File: src/rtl/vector_element_counter.sv
// rtl/vector_element_counter.sv - element index sequencer for one vector instruction
module vector_element_counter #(
  parameter int NUM_LANES = 2,
  parameter int VL_W      = 8
) (
  input  logic                 CLK,
  input  logic                 nRST,
  input  logic                 start,
  input  logic [VL_W-1:0]      vl,
  input  logic [VL_W-1:0]      vstart,
  input  logic                 stall,
  input  logic                 flush,
  output logic                 ready,
  output logic                 valid,
  output logic [VL_W-1:0]      offset,
  output logic [NUM_LANES-1:0] lane_active,
  output logic                 busy,
  output logic                 done
);

  typedef enum logic {IDLE, RUN} state_t;

  localparam logic [VL_W:0] LANES_EXT = (VL_W+1)'(NUM_LANES);

  state_t          state_q, state_d;
  logic [VL_W-1:0] offset_q, offset_d;
  logic [VL_W-1:0] vl_q, vl_d;
  logic            done_q, done_d;

  logic            run;
  logic            last;
  logic            accept;
  logic [VL_W:0]   next_off_ext;

  // Group advance and end-of-vector test, one bit wider so offset+lanes never wraps.
  always_comb begin
    run          = (state_q == RUN);
    next_off_ext = {1'b0, offset_q} + LANES_EXT;
    last         = run && (next_off_ext >= {1'b0, vl_q});
  end

  // Next-state and outputs; flush overrides every other event.
  always_comb begin
    state_d  = state_q;
    offset_d = offset_q;
    vl_d     = vl_q;
    done_d   = 1'b0;

    ready  = !run || (last && !stall);
    valid  = run;
    busy   = run;
    offset = offset_q;
    done   = !flush && (done_q || (last && !stall));
    accept = start && ready && !flush;

    if (flush) begin
      state_d  = IDLE;
      offset_d = '0;
    end else if (accept) begin
      if (vstart < vl) begin
        state_d  = RUN;
        vl_d     = vl;
        offset_d = vstart;
      end else begin
        state_d = IDLE;
        done_d  = 1'b1;
      end
    end else if (run && !stall) begin
      if (last) begin
        state_d = IDLE;
      end else begin
        offset_d = next_off_ext[VL_W-1:0];
      end
    end
  end

  // Per-lane enables; the final group may be partial.
  always_comb begin
    lane_active = '0;
    for (int i = 0; i < NUM_LANES; i++) begin
      lane_active[i] = run && (({1'b0, offset_q} + (VL_W+1)'(i)) < {1'b0, vl_q});
    end
  end

  // State, offset, captured vl and pending empty-instruction done.
  always_ff @(posedge CLK or negedge nRST) begin
    if (!nRST) begin
      state_q  <= IDLE;
      offset_q <= '0;
      vl_q     <= '0;
      done_q   <= 1'b0;
    end else begin
      state_q  <= state_d;
      offset_q <= offset_d;
      vl_q     <= vl_d;
      done_q   <= done_d;
    end
  end

endmodule

File: config.mk
export PLATFORM = sky130hd
export DESIGN_NAME = vector_element_counter
export DESIGN_NICKNAME = d
export VERILOG_FILES = /design/src/rtl/vector_element_counter.sv
export SDC_FILE = /design/constraint.sdc
export NUM_CORES = 1
export LEC_CHECK = 0
export CAP_MARGIN = 20
export CORE_UTILIZATION = 52
export DETAILED_ROUTE_END_ITERATION = 16
export HOLD_SLACK_MARGIN = 0.12
export PLACE_DENSITY_LB_ADDON = 0.08
export SYNTH_ARGS = -nofsm -noshare
export SYNTH_HDL_FRONTEND = slang
export SYNTH_SLANG_ARGS = --single-unit
File: constraint.sdc
create_clock -name CLK -period 4 [get_ports CLK]
set_input_delay 0.8 -clock CLK [delete_from_list [all_inputs] [get_ports CLK]]
set_output_delay 0.8 -clock CLK [all_outputs]
set_load 0.01 [all_outputs]
==> summary.md, run 1 <==
| Metric | Value |
|---|---|
| Synth warn | 0 |
| Syn nets | 251 |
| Nets@finish | 286 |
| Die Footprint | 0.00352 sq mm |
| Fmax | 261 MHz |
| Cell leakage power | 0.992 nW |
| DIE HEIGHT | 59.3 um |
| Largest cells by area after synthesis | dfrtp_1 26%, ha_1 23%, inv_1 4.8% |
| Worst-path clk slew | 0.11 ns |
| Number of synthesized flops with an enable pin | 0 |
| Part of the power in registers | 26.3% |
| WL/cell | 16.1 um |
| I/O pins | 35 |
| Final WL | 4.45 mm |
| Reg2reg end | offset[3]$_DFFE_PN0P_ |
| # setup viols final | 0 |
| FILL cells | 263 |
| Worst path bufs/invs | 1 |
| Hpwl dp | 3.32 mm |
| Sequential element share of the synthesized area | 26.4% |
| Switching Power | 0.553 mW |
| Core Box Area | 0.00308 sq mm |
| Clock tree buffer depth | 2 |
| Layout area overhead | 25.8% |
| CP max stage cell | clkdlybuf4s50_1 |
| Relative slew slack | 40.7% |
| Placed cell area | 0.00207 sq mm |
| Cell family with most CP delay | simple AND/OR/NAND/NOR gates |
| Final Hold Vio Count | 0 |
| Crit path kind | flip-flop to output port |
| Max VDD drop | 344 uV |
| CP endpoint | ready |
| Sum Neg Setup Slack | 0 ns |
| Clk_lat worst skew | 0.32 ns |
| Largest net degree at the start of global routing | 19 |
| Initial drt markers | 58 |
| RSZ-0062 raised after global routing | false |
| Clk root buf | clkbuf_4 |
| Vias in the first global route | 1491 |
| Power share of the clock group | 10.0% |
| Netlist cell types | 39 |
| Final worst path period share | 95.7% |
| Int Pwr | 0.685 mW |
| DR vias | 1577 |
| Number of remaining DRC errors | 0 |
| Combinational power share | 63.7% |
| Total grt overflow | 0 |
| Reg2Reg Depth | 12 |
| Worst endpoint required time | 3.20 ns |
| Hold Buf Count CTS | 0 |
| Dpl cells | 269 |
| PD cells | 576 mW/mm^2 |
| Ratio of cells with drive above 1 in the final layout | 9.05% |
| Avg Inst Size Synth | 8.63 sq um |
| Synthesized area | 0.00171 sq mm |
| Slew @ Worst Pin | 0.887 ns |
| Async SR Flop Fraction | 100% |
| CP Max Fanout | 7 |
| Sw Ratio | 44.7% |
| Crit path DAT | 3.03 ns |
| Status | completed |
| TritonCTS clock tree | built |
| Avg Vias per Cell | 5.71 |
| Max Cap Violations | 0 |
| Worst R2R Setup Slack | 0.81 ns |
| Clock sink count | 18 |
| Critical Path Source | offset[2]$_DFFE_PN0P_ |
| Die X | 59.3 um |
| DRT antenna net count | 0 |
| Synth top area share | 26.4% |
| R2R Path Start | offset[2]$_DFFE_PN0P_ |
| Core Util, Final | 69.8% |
| Most common cell in the netlist | ha_1 |
| Mapped Cells | 198 |
| #FFs+latches synth | 18 |
| Count of non-filler cells in the finished layout | 276 |
| Rows | 20 |
| Startpoint type of the worst setup path | flip-flop |
| Final Skew | 0.00752 ns |
| H-Tree Depth | 1 |
| Gr usage total | 27.0% |
| Worst Hold Class | flip-flop to flip-flop |
| Stages on the worst setup path | 11 |
| Cell taking the most area after synthesis | dfrtp_1 |
| Initial antenna violation count | 0 |
| N_diodes | 0 |
| Post-layout instance area | 0.00215 sq mm |
| Period minus WS final | 3.83 ns |
| Final Max Tran Viols | 0 |
| Port bufs | 34 |
| Synth cell count leaders | 32 x ha_1, 22 x inv_1, 18 x dfrtp_1 |
| Total design power | 1.24 mW |
| Crit. End Element | output port |
| Cell chain of the critical path | ha_4 > nand2_1 > nor2_1 > xor2_1 > ha_1 > and3_1 > a221oi_2 > o21a_1 > a21oi_2 > nand2b_1 > clkdlybuf4s50_1 |
| Top_reg_cell synth | dfrtp_1 |
| GPL Wtd Cong | 0.930 |
| CTS Buf Count | 3 |
| First-pass GRT wire length | 6.93 mm |
| Drt pass-1 iters | 4 |
| Initial core utilization | 55.5% |
| CP max stage delay | 0.49 ns |
-- worst min-delay path by stage --
stage	start	endpoint	slack [ns]	cells past startpoint
final	vl_q[5]$_DFFE_PN0P_	vl_q[5]$_DFFE_PN0P_	0.60	2
after global routing	vl_q[0]$_DFFE_PN0P_	vl_q[0]$_DFFE_PN0P_	0.62	1
after CTS	vl_q[0]$_DFFE_PN0P_	vl_q[0]$_DFFE_PN0P_	0.60	1
after detailed placement	vl_q[0]$_DFFE_PN0P_	vl_q[0]$_DFFE_PN0P_	0.57	1
after global placement	vl_q[0]$_DFFE_PN0P_	vl_q[0]$_DFFE_PN0P_	0.56	1
after floorplan	nRST	busy$_DFFE_PN0P_	0.50	0
-- logic make-up after synthesis --
group                    after synthesis  share of synthesized area (%)
XOR/XNOR                              11                           5.64
adder cells (fa/ha/maj)               32                           23.4
AO/OA/AOI/OAI                         56                           21.8
AND/OR/NAND/NOR                       49                           14.0
multiplexers                           1                          0.879
buffers and inverters                 31                           7.84
flip-flops                            18                           26.4
-- sequential cells by signal, summed over array words and instances (netlist names) --
signal and cells:
busy 1, offset 8, done_q 1, vl_q 8
-- final cells by class --
type                            instances  area (sq um)  share of cell area [%]
Clock buffer                            4          36.3                    1.69
Sequential cell                        18           455                    21.2
Tap cell                               44          55.1                    2.56
Multi-Input combinational cell        149          1140                    53.1
Timing Repair Buffer                   39           378                    17.6
Inverter                               22          82.6                    3.84
-- metal layers --
metal  global-route usage, %  up-vias  wire length, um
li1                        -      771                -
met1                    34.6      750             1960
met2                    45.1       47             2240
met3                    3.28        9              168
met4                    12.6        0               94
met5                       0        -                0
-- stage by stage --
stage | setup WS (ns) | hold WS, ns
after floorplan | 0.840 | 0.504
after global placement | 0.430 | 0.556
after detailed placement | 0.345 | 0.572
after CTS | 0.0429 | 0.600
after global routing | 0.0311 | 0.623
final | 0.171 | 0.601
-- worst min-delay path, cell delays in order, from the launching register on --
cell,delay (ns)
dfrtp_1,0.34
inv_1,0.08
o21ai_0,0.15
-- cells in the final DEF (no fill, tap or decap), types with 2 or more instances in the layout --
cell             synthesis  layout
o22ai_1                  3       3
clkbuf_4                 0       3
and3_1                   2       2
nand2b_1                 3       3
inv_1                   22      22
a21oi_1                 13      13
xor2_1                   6       6
a21o_1                   2       2
buf_4                    1       5
nand4_1                  3       3
o21a_1                   2       2
nor2_1                  13      13
a21boi_0                 2       2
a22oi_1                  6       6
dfrtp_2                  0       4
dfrtp_1                 18      14
clkdlybuf4s50_1          0      34
nor2b_1                  3       3
nand3_1                 12      11
nand2_1                  9       9
xnor2_1                  5       5
o21ai_0                 14      14
ha_1                    32      31
a31oi_1                  4       4
-- timing repair --
action                     CTS  global route
setup endpoints to repair    2             2
buffers inserted             0             3
resized for setup            1             6
-- power by group through the flow --
stage	Sequential (mW)	Clock, mW	Combinational (mW)
5_1_grt	0.336	0.128	0.879
3_3_place_gp	0.318	0	0.707
4_1_cts	0.319	0.124	0.745
6_report	0.326	0.124	0.789
3_5_place_dp	0.323	0	0.739
2_1_floorplan	0.311	0	0.495
No activity file was read; power rests on OpenSTA's default activity.
==> run 2: changes to the inputs <==
CORE_UTILIZATION = 47   (was 52)
clock period = 3.38 ns   (was 4 ns; I/O delays follow)
==> run 2 against run 1 <==
Compared with the run above: wire length shrank 2.9%; sequential share of layout area shrank 0.94 points; clock power shrank 9.7%; first-iteration DRC count shrank 6.9%; cell area grew 3.8%; via count grew 2.3%; non-clock buffer count grew 15; cell count grew 5.8%; largest power group unchanged.
==> summary.md, run 2 (synthesis results as in run 1) <==
| Metric | Value |
|---|---|
| Reg2reg end | offset[3]$_DFFE_PN0P_ |
| Rows | 21 (+5.0%) |
| Layout area overhead | 30.5% |
| Slew @ Worst Pin | 0.854 ns (-0.0333 ns) |
| Fmax | 309 MHz |
| Worst Hold Class | flip-flop to flip-flop |
| Clock tree buffer depth | 2 (unchanged) |
| Worst Setup Slack, final | 0.144 ns (-0.0273 ns) |
| GPL Wtd Cong | 0.848 (-8.8%) |
| CP Max Fanout | 5 (-2) |
| Worst-path clk slew | 0.11 ns (about the same) |
| First-pass GRT wire length | 7.53 mm (+8.6%) |
| Reg2Reg Depth | 13 (+1) |
| Drt pass-1 iters | 4 (unchanged) |
| Final Skew | 0.00884 ns (+0.00132 ns) |
| Startpoint type of the worst setup path | flip-flop |
| Clk root buf | clkbuf_4 |
| Port bufs | 34 (unchanged) |
| Crit path DAT | 2.56 ns (-0.47 ns) |
| Nets@finish | 301 (+5.2%) |
| Vias in the first global route | 1666 (+12%) |
| RSZ-0062 raised after global routing | true |
| Avg Vias per Cell | 5.52 (-3.3%) |
| Most frequent cells in the layout | 31 x ha_1, 31 x clkdlybuf4s50_1, 22 x inv_1, 20 x buf_4, 17 x dfrtp_1 |
| Dpl ws | 0.102 ns (-0.244 ns) |
| Core Box Area | 0.00342 sq mm (+11%) |
| Final Max Tran Viols | 0 (unchanged) |
| # setup viols final | 0 (unchanged) |
| Count of non-filler cells in the finished layout | 292 (+5.8%) |
| Largest net degree at the start of global routing | 19 (unchanged) |
| Cell leakage power | 1.07 nW (+7.5%) |
| Status | completed |
| N_diodes | 0 (unchanged) |
| TritonCTS clock tree | built |
| CTS Buf Count | 3 (unchanged) |
| WL/cell | 14.8 um (-8.3%) |
| Period minus WS final | 3.24 ns |
| Clock sink count | 18 (unchanged) |
| Relative slew slack | 42.9% (+2.2 points) |
| Final Hold Vio Count | 0 (unchanged) |
| Final WL | 4.32 mm (-2.9%) |
| Initial drt markers | 54 (-6.9%) |
| FILL cells | 289 (+9.9%) |
| Worst R2R Setup Slack | 0.44 ns (-0.37 ns) |
| Clk_lat worst skew | 0.30 ns (-0.02 ns) |
| H-Tree Depth | 1 (unchanged) |
| Total grt overflow | 0 (unchanged) |
| Die X | 62.3 um (+5.0%) |
| Final worst path period share | 95.7% |
| Crit path kind | flip-flop to output port |
| Hpwl dp | 3.51 mm (+5.6%) |
| Max VDD drop | 320 uV (-7.1%) |
| CP endpoint | done |
| Number of remaining DRC errors | 0 (unchanged) |
| Critical Path Source | offset[4]$_DFFE_PN0P_ |
| Ratio of cells with drive above 1 in the final layout | 13.8% (+4.8 points) |
| Initial antenna violation count | 0 (unchanged) |
| DIE HEIGHT | 62.3 um (+5.0%) |
| Dpl cells | 284 (+5.6%) |
| Worst hold slack | 0.573 ns (-0.0282 ns) |
| I/O pins | 35 (unchanged) |
| DR vias | 1613 (+2.3%) |
| Worst endpoint required time | 2.70 ns (-0.50 ns) |
| Max Cap Violations | 0 (unchanged) |
| DRT antenna net count | 0 (unchanged) |
| Crit. End Element | output port |
| Die Footprint | 0.00388 sq mm (+10%) |
| Hold Buf Count CTS | 0 (unchanged) |
| PD cells | 666 mW/mm^2 (+16%) |
| R2R Path Start | offset[4]$_DFFE_PN0P_ |
| Core Util, Final | 65.3% (-4.5 points) |
| Initial core utilization | 50.0% (-5.5 points) |
| Gr usage total | 24.4% (-2.6 points) |
| Total design power | 1.48 mW (+20%) |
==> run 2: cell types whose count changed in the layout (fill, tap and decap cells not counted), sizes merged <==
cell / previous run / this run
buf: 5 / 20
clkdlybuf4s50: 34 / 31
clkbuf: 4 / 5
dlygate4sd2: 0 / 1
==> run 2: what timing repair did <==
item,in CTS,in global routing
gates resized for setup,5,7
endpoints found under the setup margin,3,3
buffers inserted,3,2
pin swaps,2,4
==> run 2: power breakdown <==
| group | internal, mW | total, mW | switching, mW |
|---|---|---|---|
| Combinational | 0.513 | 1.03 | 0.516 |
| Clock | 0.0415 | 0.112 | 0.0705 |
| Sequential | 0.288 | 0.344 | 0.0556 |
| Total | 0.843 | 1.48 | 0.642 |
==> run 2: stage by stage <==
step	setup TNS [ns]	cell area [sq um]
2_1_floorplan	0	1710
3_3_place_gp	0	2170
3_5_place_dp	0	2170
4_1_cts	-0.00590	2210
5_1_grt	-0.0374	2230
6_report	0	2230
==> run 2: cell type report <==
class	instances	area, sq um	share of cell area (%)
multi-input combinational	149	1140	51.0
clock buffer	3	22.5	1.01
timing repair buffer	54	479	21.5
tap	46	57.6	2.58
sequential	18	452	20.3
inverter	22	82.6	3.70
==> run 2: how the worst min path moves through the flow <==
stage / endpoint / cells after the start / slack (ns) / start
6_report: vl_q[0]$_DFFE_PN0P_ / 1 / 0.57 / vl_q[0]$_DFFE_PN0P_
5_1_grt: vl_q[0]$_DFFE_PN0P_ / 1 / 0.59 / vl_q[0]$_DFFE_PN0P_
4_1_cts: vl_q[0]$_DFFE_PN0P_ / 1 / 0.58 / vl_q[0]$_DFFE_PN0P_
3_5_place_dp: vl_q[0]$_DFFE_PN0P_ / 1 / 0.55 / vl_q[0]$_DFFE_PN0P_
3_3_place_gp: vl_q[0]$_DFFE_PN0P_ / 1 / 0.55 / vl_q[0]$_DFFE_PN0P_
2_1_floorplan: busy$_DFFE_PN0P_ / 0 / 0.38 / nRST
==> run 2: per-layer routing <==
| layer | global-route usage [%] | up-vias | part of all wire (%) |
|---|---|---|---|
| met5 | 0 | - | 0 |
| met1 | 29.9 | 763 | 44 |
| met3 | 3.49 | 6 | 3.2 |
| li1 | - | 801 | - |
| met4 | 6.69 | 0 | 1.8 |
| met2 | 44.2 | 43 | 51 |
==> run 2: worst max-delay path, cell delays in order, from the launching register on <==
cell      delay [ns]
dfrtp_1         0.43
nand2_1         0.09
nor2_1          0.13
xor2_1          0.23
ha_1            0.29
a21o_1          0.19
a221oi_2        0.26
o21a_1          0.22
a21oi_4         0.09
a21oi_1         0.16
nor2_1          0.05
clkbuf_2        0.13
